<file path="src/rtl/seq_frame_tx_if.sv">
// seq_frame_tx_if: payload handshake and serial output bundle for seq_frame_tx
interface seq_frame_tx_if #(parameter int DATA_W = 8);
    logic [DATA_W-1:0] in_data;
    logic              in_valid;
    logic              in_ready;
    logic              out;
    logic              frame_start;
    logic              busy;
    modport master (output in_data, in_valid, input in_ready, out, frame_start, busy);
    modport slave  (input in_data, in_valid, output in_ready, out, frame_start, busy);
endinterface

</file>
<file path="src/rtl/seq_frame_tx.sv">
// seq_frame_tx: serial framer emitting sync 1001, MSB-first payload and a zero gap; PARITY_EN adds an even-parity bit
module seq_frame_tx #(
    parameter int DATA_W = 8,
    parameter int GAP    = 2
) (
    input  logic             clk,
    input  logic             reset,
    seq_frame_tx_if.slave    bus
);
    localparam int BW = $clog2(DATA_W + 1);
`ifdef PARITY_EN
    typedef enum logic [2:0] {IDLE, SYNC, DATA, PAR, GAP_ST} state_t;
`else
    typedef enum logic [2:0] {IDLE, SYNC, DATA, GAP_ST} state_t;
`endif
    state_t            state, state_nxt;
    logic [BW-1:0]     bit_cnt, bit_nxt;
    logic [3:0]        sub_cnt, sub_nxt;
    logic [DATA_W-1:0] sh, sh_nxt;
    logic              out_nxt;
`ifdef PARITY_EN
    logic              par, par_nxt;
`endif

    assign bus.in_ready = state == IDLE;

    // next-state, counters and the bit that will be on the line next cycle
    always_comb begin
        state_nxt = state;
        bit_nxt   = bit_cnt;
        sub_nxt   = sub_cnt;
        sh_nxt    = sh;
`ifdef PARITY_EN
        par_nxt   = par;
`endif
        case (state)
            IDLE: if (bus.in_valid) begin
                state_nxt = SYNC;
                sub_nxt   = 4'd0;
                sh_nxt    = bus.in_data;
`ifdef PARITY_EN
                par_nxt   = ^bus.in_data;
`endif
            end
            SYNC: if (sub_cnt == 4'd3) begin
                state_nxt = DATA;
                bit_nxt   = '0;
            end else begin
                sub_nxt = sub_cnt + 4'd1;
            end
            DATA: if (bit_cnt == BW'(DATA_W - 1)) begin
`ifdef PARITY_EN
                state_nxt = PAR;
`else
                state_nxt = GAP > 0 ? GAP_ST : IDLE;
`endif
                sub_nxt = 4'd0;
            end else begin
                bit_nxt = bit_cnt + BW'(1);
                sh_nxt  = sh << 1;
            end
`ifdef PARITY_EN
            PAR: begin
                state_nxt = GAP > 0 ? GAP_ST : IDLE;
                sub_nxt   = 4'd0;
            end
`endif
            GAP_ST: if (sub_cnt == 4'(GAP - 1)) state_nxt = IDLE;
                    else sub_nxt = sub_cnt + 4'd1;
            default: state_nxt = IDLE;
        endcase
        out_nxt = state_nxt == SYNC ? (sub_nxt == 4'd0 || sub_nxt == 4'd3) :
                  state_nxt == DATA ? sh_nxt[DATA_W-1] : 1'b0;
`ifdef PARITY_EN
        if (state_nxt == PAR) out_nxt = par_nxt;
`endif
    end

    // state and registered outputs; reset abandons any frame in flight
    always_ff @(posedge clk) begin
        if (reset) begin
            state           <= IDLE;
            bit_cnt         <= '0;
            sub_cnt         <= '0;
            sh              <= '0;
            bus.out         <= 1'b0;
            bus.frame_start <= 1'b0;
            bus.busy        <= 1'b0;
`ifdef PARITY_EN
            par             <= 1'b0;
`endif
        end else begin
            state           <= state_nxt;
            bit_cnt         <= bit_nxt;
            sub_cnt         <= sub_nxt;
            sh              <= sh_nxt;
            bus.out         <= out_nxt;
            bus.frame_start <= state == IDLE && state_nxt == SYNC;
            bus.busy        <= state_nxt != IDLE;
`ifdef PARITY_EN
            par             <= par_nxt;
`endif
        end
    end
endmodule

</file>
<file path="src/flat_wrapper.sv">
// flat-port wrapper written by rule: the top's interface ports become plain ports
module seq_frame_tx_flat 
#(
    parameter int DATA_W = 8,
    parameter int GAP    = 2
)
  (clk, reset, bus_in_data, bus_in_valid, bus_in_ready, bus_out, bus_frame_start, bus_busy);
  seq_frame_tx_if #(.DATA_W(DATA_W)) bus_i ();
  input  logic clk;
  input  logic reset;
  input wire logic [$bits(bus_i.in_data)-1:0] bus_in_data;
  input wire logic [$bits(bus_i.in_valid)-1:0] bus_in_valid;
  output wire logic [$bits(bus_i.in_ready)-1:0] bus_in_ready;
  output wire logic [$bits(bus_i.out)-1:0] bus_out;
  output wire logic [$bits(bus_i.frame_start)-1:0] bus_frame_start;
  output wire logic [$bits(bus_i.busy)-1:0] bus_busy;
  assign bus_i.in_data = bus_in_data;
  assign bus_i.in_valid = bus_in_valid;
  assign bus_in_ready = bus_i.in_ready;
  assign bus_out = bus_i.out;
  assign bus_frame_start = bus_i.frame_start;
  assign bus_busy = bus_i.busy;
  seq_frame_tx #(.DATA_W(DATA_W), .GAP(GAP)) u_core (.clk(clk), .reset(reset), .bus(bus_i));
endmodule
</file>
<file path="config.mk">
export PLATFORM = sky130hd
export DESIGN_NAME = seq_frame_tx_flat
export DESIGN_NICKNAME = d
export VERILOG_FILES = /design/src/rtl/seq_frame_tx_if.sv /design/src/rtl/seq_frame_tx.sv /design/src/flat_wrapper.sv
export SDC_FILE = /design/constraint.sdc
export NUM_CORES = 1
export LEC_CHECK = 0
export ABC_AREA = 1
export CAP_MARGIN = 20
export CORE_ASPECT_RATIO = 1.25
export CORE_MARGIN = 1
export CORE_UTILIZATION = 57
export CTS_CLUSTER_SIZE = 10
export DETAILED_ROUTE_END_ITERATION = 7
export PLACE_DENSITY_LB_ADDON = 0.05
export SYNTH_ARGS = -nofsm -noshare
export SYNTH_HDL_FRONTEND = slang
export SYNTH_SLANG_ARGS = --single-unit
export TNS_END_PERCENT = 5
</file>
<file path="constraint.sdc">
create_clock -name clk -period 2.6 [get_ports clk]
set_input_delay 0.39 -clock clk [delete_from_list [all_inputs] [get_ports clk]]
set_output_delay 0.39 -clock clk [all_outputs]
set_load 0.005 [all_outputs]
</file>
# After elaboration in Yosys (flattened, before gate mapping)
# Cells that the tools add are included.
# totals
ff_bits	22
out_inout_bits	4
word_cells	49
# classes
addsub	2
eq_ne	12
n_mux	18
reduce_logical	9
# op_table
cell	count
two-way mux 4 bit	6
two-way mux 8 bit	2
case mux 4 bit (4 select lines)	1
case mux 8 bit (2 select lines)	1
two-way mux 3 bit	4
case mux 3 bit (4 select lines)	1
== test 3 x 2 -> 1 bit, second input constant	3
adder 4 x 1 -> 4 bit, second input constant	2
== test 4 x 2 -> 1 bit, second input constant	2
case mux 4 bit (2 select lines)	1
== test 3 x 1 -> 1 bit, second input constant	2
AND reduction 3 bit	2
== test 4 x 1 -> 1 bit, second input constant	1
== test 4 x 3 -> 1 bit, second input constant	1
zero test 4 bit	1
inequality test 2 bit, second input constant	2
nonzero test 2 bit	2
zero test 3 bit	1
nonzero test 3 bit	1
two-way mux 1 bit	2
inequality test 2 x 1 -> 1 bit, second input constant	1
logical AND 1 bit	1
logical OR 1 bit	1

# Depth between registers and ports, before layout
# Gate-level depths: netlist of run 1.
# depth
ltp_word	6
mapped_depth	12
ltp_nobuf	12

# Worst setup path after synthesis of run 1
# Ideal clock, no wire load.
# synth_timing
kind	register to register
from	register u_core.bit_cnt[0]
to	register u_core.bus.out
arrival_ps	1241
slack_ps	1246
stages_incl_launch_ff	11
cell_sequence	dfxtp_1 ha_1 nand3b_1 nor2_1 nor2_4 nand3_1 nand2_1 inv_1 nand2_1 nand3_1 nand2_1
# synth_between
elab_chain_len	6
elab_cells_between_ends	14
cone_classes	eq/ne (4); mux (8); reduce/logical (2)
# synth_rtl
item	line_no	rtl
start: declaration	seq_frame_tx.sv:17	logic [BW-1:0] bit_cnt, bit_nxt;
start signal: assignment	seq_frame_tx.sv:94	bit_cnt <= bit_nxt;
== test 4 x 3 -> 1 bit (*)	seq_frame_tx.sv:51	DATA: if (bit_cnt == BW'(DATA_W - 1)) begin
two-way mux 3 bit / two-way mux 4 bit (equally long branches)	seq_frame_tx.sv:51	
case mux 3 bit (4 select lines) / case mux 4 bit (4 select lines) (equally long branches)	seq_frame_tx.sv:36	case (state)
== test 3 x 2 -> 1 bit (tied with other cells)	seq_frame_tx.sv:73	state_nxt == DATA ? sh_nxt[DATA_W-1] : 1'b0;
two-way mux 1 bit / logical OR 1 bit (equally long branches)	seq_frame_tx.sv:73, seq_frame_tx.sv:72	
two-way mux 1 bit (*)	seq_frame_tx.sv:72	out_nxt = state_nxt == SYNC ? (sub_nxt == 4'd0 || sub_nxt == 4'd3) :
end signal: assignment	seq_frame_tx.sv:97	bus.out <= out_nxt;
end: declaration	seq_frame_tx_if.sv:10	modport slave (input in_data, in_valid, output in_ready, out, frame_start, busy);
# Mark *: on every way between the ends. The rest lies on a longest branch, timed or not. The select of a mux whose other input is x is not followed.
# A chain may end at the register's enable or synchronous reset.

# Worst setup path after layout of run 1
# layout_timing
from	register u_core.state[2]
to	output port bus_in_ready
# layout_between
elab_chain_len	1
# layout_rtl
item	line_no	rtl
start: declaration	seq_frame_tx.sv:16	state_t state, state_nxt;
start signal: assignment	seq_frame_tx.sv:93	state <= state_nxt;
zero test 3 bit	seq_frame_tx.sv:25	assign bus.in_ready = state == IDLE;
end: declaration	flat_wrapper.sv:13	output wire logic [$bits(bus_i.in_ready)-1:0] bus_in_ready;
# Every way passes these cells.

==> results of run 1 <==
per-layer routing:
layer  up-vias  GRT usage
li1        517          -
met1       419      0.245
met2        19      0.419
met3         4     0.0208
met4         0     0.0806
met5         -          0
power by group:
part,internal [W],switching [W],leakage [nW]
clock,0.0000541,0.0000976,0.0138
sequential,0.000348,0.00000682,0.179
combinational,0.0000371,0.0000386,0.372
total,0.000439,0.000143,0.565
worst max-delay path: cells and delay by family (launching register included):
family,cells,cell delay [ns]
buf+inv,2,0.56
flops,1,0.36
simple gates,2,0.28
registers in the layout, indices dropped and copies added (netlist names):
signal                  cells
u_core.sh                   8
u_core.bit_cnt              4
u_core.sub_cnt              4
u_core.state                3
u_core.bus.busy             1
u_core.bus.frame_start      1
u_core.bus.out              1
worst max path at each step:
stage / start / to / slack (ns) / cells past startpoint
finish: u_core.state[2] / bus_in_ready / 0.70 / 4
global route: u_core.state[2] / bus_in_ready / 0.62 / 4
CTS: u_core.state[2] / bus_in_ready / 0.70 / 4
detailed placement: bus_in_valid / u_core.bus.out / 0.84 / 12
global placement: bus_in_valid / u_core.bus.out / 0.84 / 12
floorplan: u_core.bit_cnt[0] / u_core.bus.out / 1.25 / 10
through the flow:
| stage | hold WS, ns | cells |
|---|---|---|
| global route | 0.490 | 188 |
| detailed placement | 0.460 | 185 |
| floorplan | 0.439 | 153 |
| global placement | 0.452 | 185 |
| CTS | 0.476 | 188 |
| finish | 0.474 | 188 |
cell families (layout without fill, tap and decap cells):
group,after synthesis,count (layout),synth area share
flip-flops,22,22,0.389
XOR/XNOR,1,1,0.00774
other,1,1,0.00331
AO/OA/AOI/OAI,22,22,0.113
buffers and inverters,23,39,0.0807
AND/OR/NAND/NOR,81,81,0.373
adder cells (fa/ha/maj),3,3,0.0332
final cells by class:
class / instances / area [sq um] / area share
tap: 19 / 23.8 / 0.0180
timing repair buffer: 15 / 148 / 0.112
sequential: 22 / 440 / 0.334
clock buffer: 3 / 22.5 / 0.0171
inverter: 21 / 83.8 / 0.0636
multi-input combinational: 108 / 601 / 0.455
placed cells by master (no fill, tap or decap), types with 2 or more instances in the layout:
cell type / instances
o21ai_0: 2
a22oi_1: 6
nor2_1: 11
nand3_1: 12
clkdlybuf4s50_1: 14
clkbuf_4: 3
nand2_1: 41
nor2_2: 2
nand2_2: 2
inv_1: 14
nand3_2: 2
nor2_4: 3
dfxtp_1: 22
inv_4: 2
nand2_4: 4
a21oi_1: 13
inv_2: 5
ha_1: 3
==> results.yml, run 1 <==
placed_design:
  placed_area_sq_mm: 0.00130
  hpwl_um: 1560
  preCtsSetupSlack_ns: 0.836
  io_buffers: 14
  place.gp.congestion: 0.810
final_layout:
  layout-drive-gt1-share: 0.160
  finalNetCount: 185
  fillers: 152
  diodes: 0
  post-route-cell-area_sq_mm: 0.00132
  syn_to_final_growth_pct: 16.5
  fin_util: 0.729
sta:
  slew_violations: 0
  period_minus_slack_ns: 1.90
  fin_skew_ns: 0.00742
  rsz0062_at_grt: "no"
  hold_viol: 0
  fmax_mhz: 526
  finalSetupTns_ns: 0
  finalCritPeriodShare: 0.732
  finalSetupViolations: 0
  worst_slack_ns: 0.698
synthesis:
  async_reset_ff_frac: 0
  synth_top_area_cell: "dfxtp_1"
  syn_avg_cell_area_sq_um: 7.40
  synthFlopType: "dfxtp_1"
  synth-seq-cells: 22
  syn_area_sq_mm: 0.00113
  synth_edf_count: 0
  yosys_warnings: 0
  yosysUniqueCellTypes: 24
  synth_area_leaders: "dfxtp_1, nand2_1, a21oi_1"
  synthesis.nets: 167
  synth_top_area_frac: 0.389
  syn-instance-count: 153
  yosys.cell_count.top_type: "nand2_1"
  synth-seq-area-share: 0.389
  synth.top_cells.by_count: "nand2_1, dfxtp_1, inv_1"
clock_network:
  holdBufCountCts: 0
  cts_resized: 0
  cts.sinks: 22
  clockBufferDepth: 2
  clk_pin_slew_worst_paths_ns: 0.12
  cts_made_buffers: 3
  cts_tree: "yes"
  cts_htree_levels: 1
  root_buffer: "clkbuf_4"
  clk_latency_ns: 0.30
  postCtsSetupRepairBufs: 0
critical_path:
  rrSetupSlack_ns: 1.07
  cp_cell_sequence: "nor2_2 -> nand2_2 -> inv_1 -> clkdlybuf4s50_1"
  critPathKind: "register to output port"
  crit_path_top_delay_cell: "clkdlybuf4s50_1"
  cp-start-kind: "register"
  slowest_delay_ns: 0.49
  arrival_ns: 1.51
  reg2reg_depth: 10
  required_ns: 2.21
  r2r_start: "u_core.bit_cnt[0]"
  cp-end-kind: "output port"
  critPathMaxFanout: 4
  r2r-end: "u_core.bus.out"
floorplanning:
  rows: 17
  fp.dieW_um: 41.9
  start_util: 0.626
  design.core.area_sq_mm: 0.00181
  ioPinCount: 15
  die_h_um: 51.8
  dieArea_sq_mm: 0.00217
job:
  drv_cap: 0
route:
  first_pass_iters: 4
  met3_length_um: 55
  highest_layer: "met4"
  wl_met2_um: 1030
  drtAntennaViolNets: 0
  avgRoutedWirePerCell_um: 10.8
  viasPerCell: 5.10
  m1WireLength_um: 906
  drc: 0
  wirelength_um: 2030
  vias: 959
  drt_first_iter_violations: 16
global_routing:
  grt_pass1_vias: 947
  grt_max_degree: 20
  antenna_found_initial: 0
  track_usage: 0.218
  grt_overflow: 0
  grt_pass1_wl_um: 3660
hold_path:
  hp-start: "u_core.sh[4]"
  hp-class: "register to register"
  min_path_cells: 2
  hold-path-endpoint: "u_core.sh[4]"
power:
  p_leak_nw: 0.565
  total_power_w: 0.000582
  p_per_area_mw_per_mm2: 441
  vdd_drop_max_mv: 0.406
status:
  status: "finished, final reports clean"
Power figures use the tool's default switching activity.
==> run 2, diff against run 1 <==
--- a/config.mk
+++ b/config.mk
@@ -9,7 +9,7 @@
 export CAP_MARGIN = 20
 export CORE_ASPECT_RATIO = 1.25
 export CORE_MARGIN = 1
-export CORE_UTILIZATION = 57
+export CORE_UTILIZATION = 53
 export CTS_CLUSTER_SIZE = 10
 export DETAILED_ROUTE_END_ITERATION = 7
 export PLACE_DENSITY_LB_ADDON = 0.05
==> constraint.sdc (replaced) <==
create_clock -name clk -period 1.8 [get_ports clk]
set_input_delay 0.27 -clock clk [delete_from_list [all_inputs] [get_ports clk]]
set_output_delay 0.27 -clock clk [all_outputs]
set_load 0.005 [all_outputs]
==> results.yml, run 2 (synthesized netlist as in run 1, its figures left out) <==
critical_path:
  cp-end-kind: "output port"
  arrival_ns: 1.47
  critPathKind: "register to output port"
  slowest_delay_ns: 0.48
  critPathBufInv: 2
  cpLargestDelayFamily: "buffers and inverters"
  cp-start-kind: "register"
  crit_path_top_delay_cell: "clkdlybuf4s50_1"
  critPathMaxFanout: 4
  required_ns: 1.53
  cp_cell_sequence: "nor2_4 -> nand2_4 -> inv_1 -> clkdlybuf4s50_1"
final_layout:
  final_cell_mix: "nand2_1, dfxtp_1, inv_1, clkdlybuf4s50_1, a21oi_1"
  layout_commonest_cell: "nand2_1"
  layout-drive-gt1-share: 0.176
  diodes: 0
  largestRegisters: "u_core.sh x8, u_core.bit_cnt x4, u_core.sub_cnt x4"
  finalNetCount: 185
  syn_to_final_growth_pct: 19.1
  largest_register_ffs: 8
  post-route-cell-area_sq_mm: 0.00135
  fin_cells: 190
  top_register: "u_core.sh"
sta:
  hold_viol: 0
  fin_skew_ns: 0.0135
  finalCritPeriodShare: 0.969
  finalSetupViolations: 0
  fmax_mhz: 574
  finalSetupTns_ns: 0
  period_minus_slack_ns: 1.74
  slew_violations: 0
  rsz0062_at_grt: "no"
floorplanning:
  die_h_um: 53.7
  rows: 18
  design.core.area_sq_mm: 0.00200
  dieArea_sq_mm: 0.00233
  start_util: 0.565
  fp.dieW_um: 43.3
  ioPinCount: 15
route:
  drtAntennaViolNets: 0
  first_pass_iters: 6
  wirelength_um: 2090
  drt_first_iter_violations: 16
  viasPerCell: 5.17
  drc: 3
  vias: 982
  avgRoutedWirePerCell_um: 11.0
global_routing:
  grt_pass1_wl_um: 3450
  track_usage: 0.201
  antenna_found_initial: 0
  grt_pass1_vias: 882
  grt_overflow: 0
  grt_max_degree: 19
hold_path:
  hp-class: "register to register"
clock_network:
  cts_tree: "yes"
  postCtsSetupRepairBufs: 0
  clk_latency_ns: 0.32
  clockBufferDepth: 2
  root_buffer: "clkbuf_4"
  cts_made_buffers: 3
  cts_htree_levels: 1
  cts.sinks: 22
  clk_pin_slew_worst_paths_ns: 0.13
power:
  p_per_area_mw_per_mm2: 665
  p_leak_nw: 0.576
  vdd_drop_max_mv: 0.621
status:
  status: "finished with violations"
  violations: "design-rule violations"
placed_design:
  place.gp.congestion: 0.766
  placed_cells: 186
  hpwl_um: 1640
  io_buffers: 14
  placed_area_sq_mm: 0.00130
job:
  drv_cap: 0
## run 2: changes by cell type in the layout (fill, tap and decap cells not counted), sizes merged
| cell | change |
|---|---|
| clkbuf | +1 |
## run 2: per-stage QoR
stage / setup WS (ns) / total power [W] / util / hold slack (ns)
2_1_floorplan: 0.446 / 0.000587 / - / 0.417
3_3_place_gp: 0.151 / 0.000631 / 0.647 / 0.454
3_5_place_dp: 0.138 / 0.000633 / 0.647 / 0.457
4_1_cts: 0.000613 / 0.000901 / 0.665 / 0.475
5_1_grt: 0.00222 / 0.000939 / 0.673 / 0.495
6_report: 0.0564 / 0.000897 / 0.673 / 0.470
## run 2: power by group
group          leakage, nW  internal (W)  switching (W)
registers            0.180      0.000502      0.0000104
logic                0.375     0.0000547      0.0000563
clock network       0.0210      0.000124       0.000150
total                0.576      0.000680       0.000217
## run 2: final cells by class
cell class	instances	area (sq um)
Tap cell	20	25.0
Clock buffer	4	36.3
Inverter	21	83.8
Timing Repair Buffer	15	148
Multi-Input combinational cell	108	611
Sequential cell	22	445
Fill cell	189	656
## run 2: metal layers
metal  track usage  vias up  part of all wire
met4        0.0938        0             0.021
met1         0.214      446              0.43
met5             0        -                 0
met2         0.386       14              0.52
li1              -      517                 -
met3        0.0302        5             0.023
## run 2: final timing paths
kind / start / end / slack (ns) / cells after the start
worst max-delay path: u_core.state[2] / bus_in_ready / 0.06 / 4
worst min-delay path: u_core.sh[3] / u_core.sh[3] / 0.47 / 2
worst max register to register: u_core.bit_cnt[0] / u_core.bus.out / 0.27 / 10
worst min register to register: u_core.sh[3] / u_core.sh[3] / 0.47 / 2
## run 2: what timing repair did
action / CTS / global route
gates resized for setup: 0 / 5
setup endpoints to repair: 1 / 1
pin swaps: 1 / 1
hold buffers: 0 / 0
gates cloned: 0 / 0
## run 2: worst reg2reg max path, stage by stage, from the launching register on
cell,delay [ns]
dfxtp_1,0.40
ha_1,0.21
nand3b_1,0.15
nor2_1,0.20
nor2_4,0.07
nand3_1,0.08
nand2_1,0.07
inv_1,0.07
nand2_1,0.05
nand3_1,0.08
nand2_1,0.05
==> run 3, diff against run 2 <==
--- a/config.mk
+++ b/config.mk
@@ -7,11 +7,14 @@
 export LEC_CHECK = 0
 export ABC_AREA = 1
 export CAP_MARGIN = 20
+export CELL_PAD_IN_SITES_DETAIL_PLACEMENT = 0
+export CELL_PAD_IN_SITES_GLOBAL_PLACEMENT = 1
 export CORE_ASPECT_RATIO = 1.25
 export CORE_MARGIN = 1
-export CORE_UTILIZATION = 53
+export CORE_UTILIZATION = 38
 export CTS_CLUSTER_SIZE = 10
 export DETAILED_ROUTE_END_ITERATION = 7
+export GPL_TIMING_DRIVEN = 0
 export PLACE_DENSITY_LB_ADDON = 0.05
 export SYNTH_ARGS = -nofsm -noshare
 export SYNTH_HDL_FRONTEND = slang
==> results.yml, run 3 (synthesized netlist as in run 1, its figures left out) <==
sta:
  hold_viol: 0
  finalSetupViolations: 0
  finalSetupTns_ns: 0
  period_minus_slack_ns: 1.71
  slew_violations: 0
  fin_skew_ns: 0.00990
  finalCritPeriodShare: 0.948
  rsz0062_at_grt: "no"
  fmax_mhz: 586
route:
  viasPerCell: 4.89
  drtAntennaViolNets: 0
  first_pass_iters: 4
  drt_first_iter_violations: 21
  wirelength_um: 2260
  drc: 0
  avgRoutedWirePerCell_um: 11.1
  vias: 992
critical_path:
  cp_cell_sequence: "nor2_4 -> nand2_2 -> inv_1 -> clkdlybuf4s50_1"
  cp-start-kind: "register"
  cp-end-kind: "output port"
  arrival_ns: 1.44
  required_ns: 1.53
  critPathKind: "register to output port"
  r2r_start: "u_core.sub_cnt[0]"
  r2r-end: "u_core.bit_cnt[1]"
  rrSetupSlack_ns: 0.19
  critPathBufInv: 2
  cpLargestDelayFamily: "buffers and inverters"
  crit_path_top_delay_cell: "clkdlybuf4s50_1"
  critPathMaxFanout: 5
  worstSetupPathDepth: 4
  reg2reg_depth: 10
  slowest_delay_ns: 0.49
power:
  power_switching_w: 0.000208
  switching_share: 0.248
  p_int_w: 0.000632
  vdd_drop_max_mv: 0.411
  seqPwrFrac: 0.611
  clock_power_share: 0.261
  total_power_w: 0.000840
  p_comb_frac: 0.128
  p_per_area_mw_per_mm2: 629
  p_leak_nw: 0.561
floorplanning:
  design.core.area_sq_mm: 0.00276
  ioPinCount: 15
  die_h_um: 63.0
  rows: 21
  start_util: 0.410
  fp.dieW_um: 50.8
  dieArea_sq_mm: 0.00320
global_routing:
  grt_max_degree: 12
  grt_pass1_vias: 952
  grt_overflow: 0
  track_usage: 0.162
  antenna_found_initial: 0
  grt_pass1_wl_um: 4010
clock_network:
  cts_made_buffers: 3
  cts_tree: "yes"
  cts.sinks: 22
  clk_latency_ns: 0.30
  clockBufferDepth: 2
  postCtsSetupRepairBufs: 0
  root_buffer: "clkbuf_4"
  clk_pin_slew_worst_paths_ns: 0.12
  cts_htree_levels: 1
final_layout:
  syn_to_final_growth_pct: 17.9
  layout_commonest_cell: "nand2_1"
  diodes: 0
  final_cell_mix: "nand2_1, dfxtp_1, inv_1"
  fillers: 299
  largestRegisters: "u_core.sh x8, u_core.bit_cnt x4, u_core.sub_cnt x4"
  layout-drive-gt1-share: 0.166
  finalNetCount: 185
  top_register: "u_core.sh"
  largest_register_ffs: 8
hold_path:
  min_path_cells: 2
  hp-start: "reset"
  hp-class: "primary input to register"
  hold-path-endpoint: "u_core.sh[4]"
placed_design:
  io_buffers: 13
  place.gp.congestion: 0.730
  hpwl_um: 1730
status:
  status: "finished, final reports clean"
job:
  drv_cap: 0
run 3: cell type report:
class	count	area, sq um	share of cell area
Buffer	2	7.51	0.00562
Clock buffer	3	22.5	0.0169
Inverter	21	83.8	0.0628
Timing Repair Buffer	13	130	0.0975
Multi-Input combinational cell	108	606	0.454
Tap cell	34	42.5	0.0319
Sequential cell	22	443	0.332
run 3: metrics by stage:
step | hold slack, ns | util | cells | cell area, sq um | setup slack, ns
floorplan | 0.417 | - | 153 | 1130 | 0.446
global placement | 0.449 | 0.473 | 200 | 1310 | 0.160
detailed placement | 0.454 | 0.473 | 200 | 1310 | 0.123
CTS | 0.371 | 0.481 | 203 | 1330 | 0.0201
global route | 0.404 | 0.484 | 203 | 1340 | 0.0153
finish | 0.365 | 0.484 | 203 | 1340 | 0.0941
run 3: per-layer routing:
metal	track usage	part of all wire	vias up
met4	0.0521	0.0093	0
met5	0	0	-
li1	-	-	519
met2	0.310	0.54	16
met3	0.0146	0.023	2
met1	0.180	0.43	455
run 3: power by group through the flow:
stage	Clock [W]	Sequential (W)	Combinational, W
after CTS	0.000227	0.000512	0.000110
after global routing	0.000250	0.000516	0.000121
after global placement	0	0.000523	0.000107
final	0.000219	0.000513	0.000108
after floorplan	0	0.000522	0.0000651
after detailed placement	0	0.000523	0.000109
run 3: worst max-delay path by stage:
stage / end / start / slack (ns)
2_1_floorplan: u_core.bus.out / u_core.bit_cnt[0] / 0.45
3_3_place_gp: u_core.bus.out / bus_in_valid / 0.16
3_5_place_dp: u_core.bus.out / bus_in_valid / 0.12
4_1_cts: bus_in_ready / u_core.state[2] / 0.02
5_1_grt: u_core.bit_cnt[1] / u_core.sub_cnt[0] / 0.02
6_report: bus_in_ready / u_core.state[1] / 0.09
run 3: repair_timing:
action                     4_1_cts  5_1_grt
hold buffers                     0        0
resized for setup                0        3
setup endpoints to repair        0        1
hold endpoints to repair         0        0
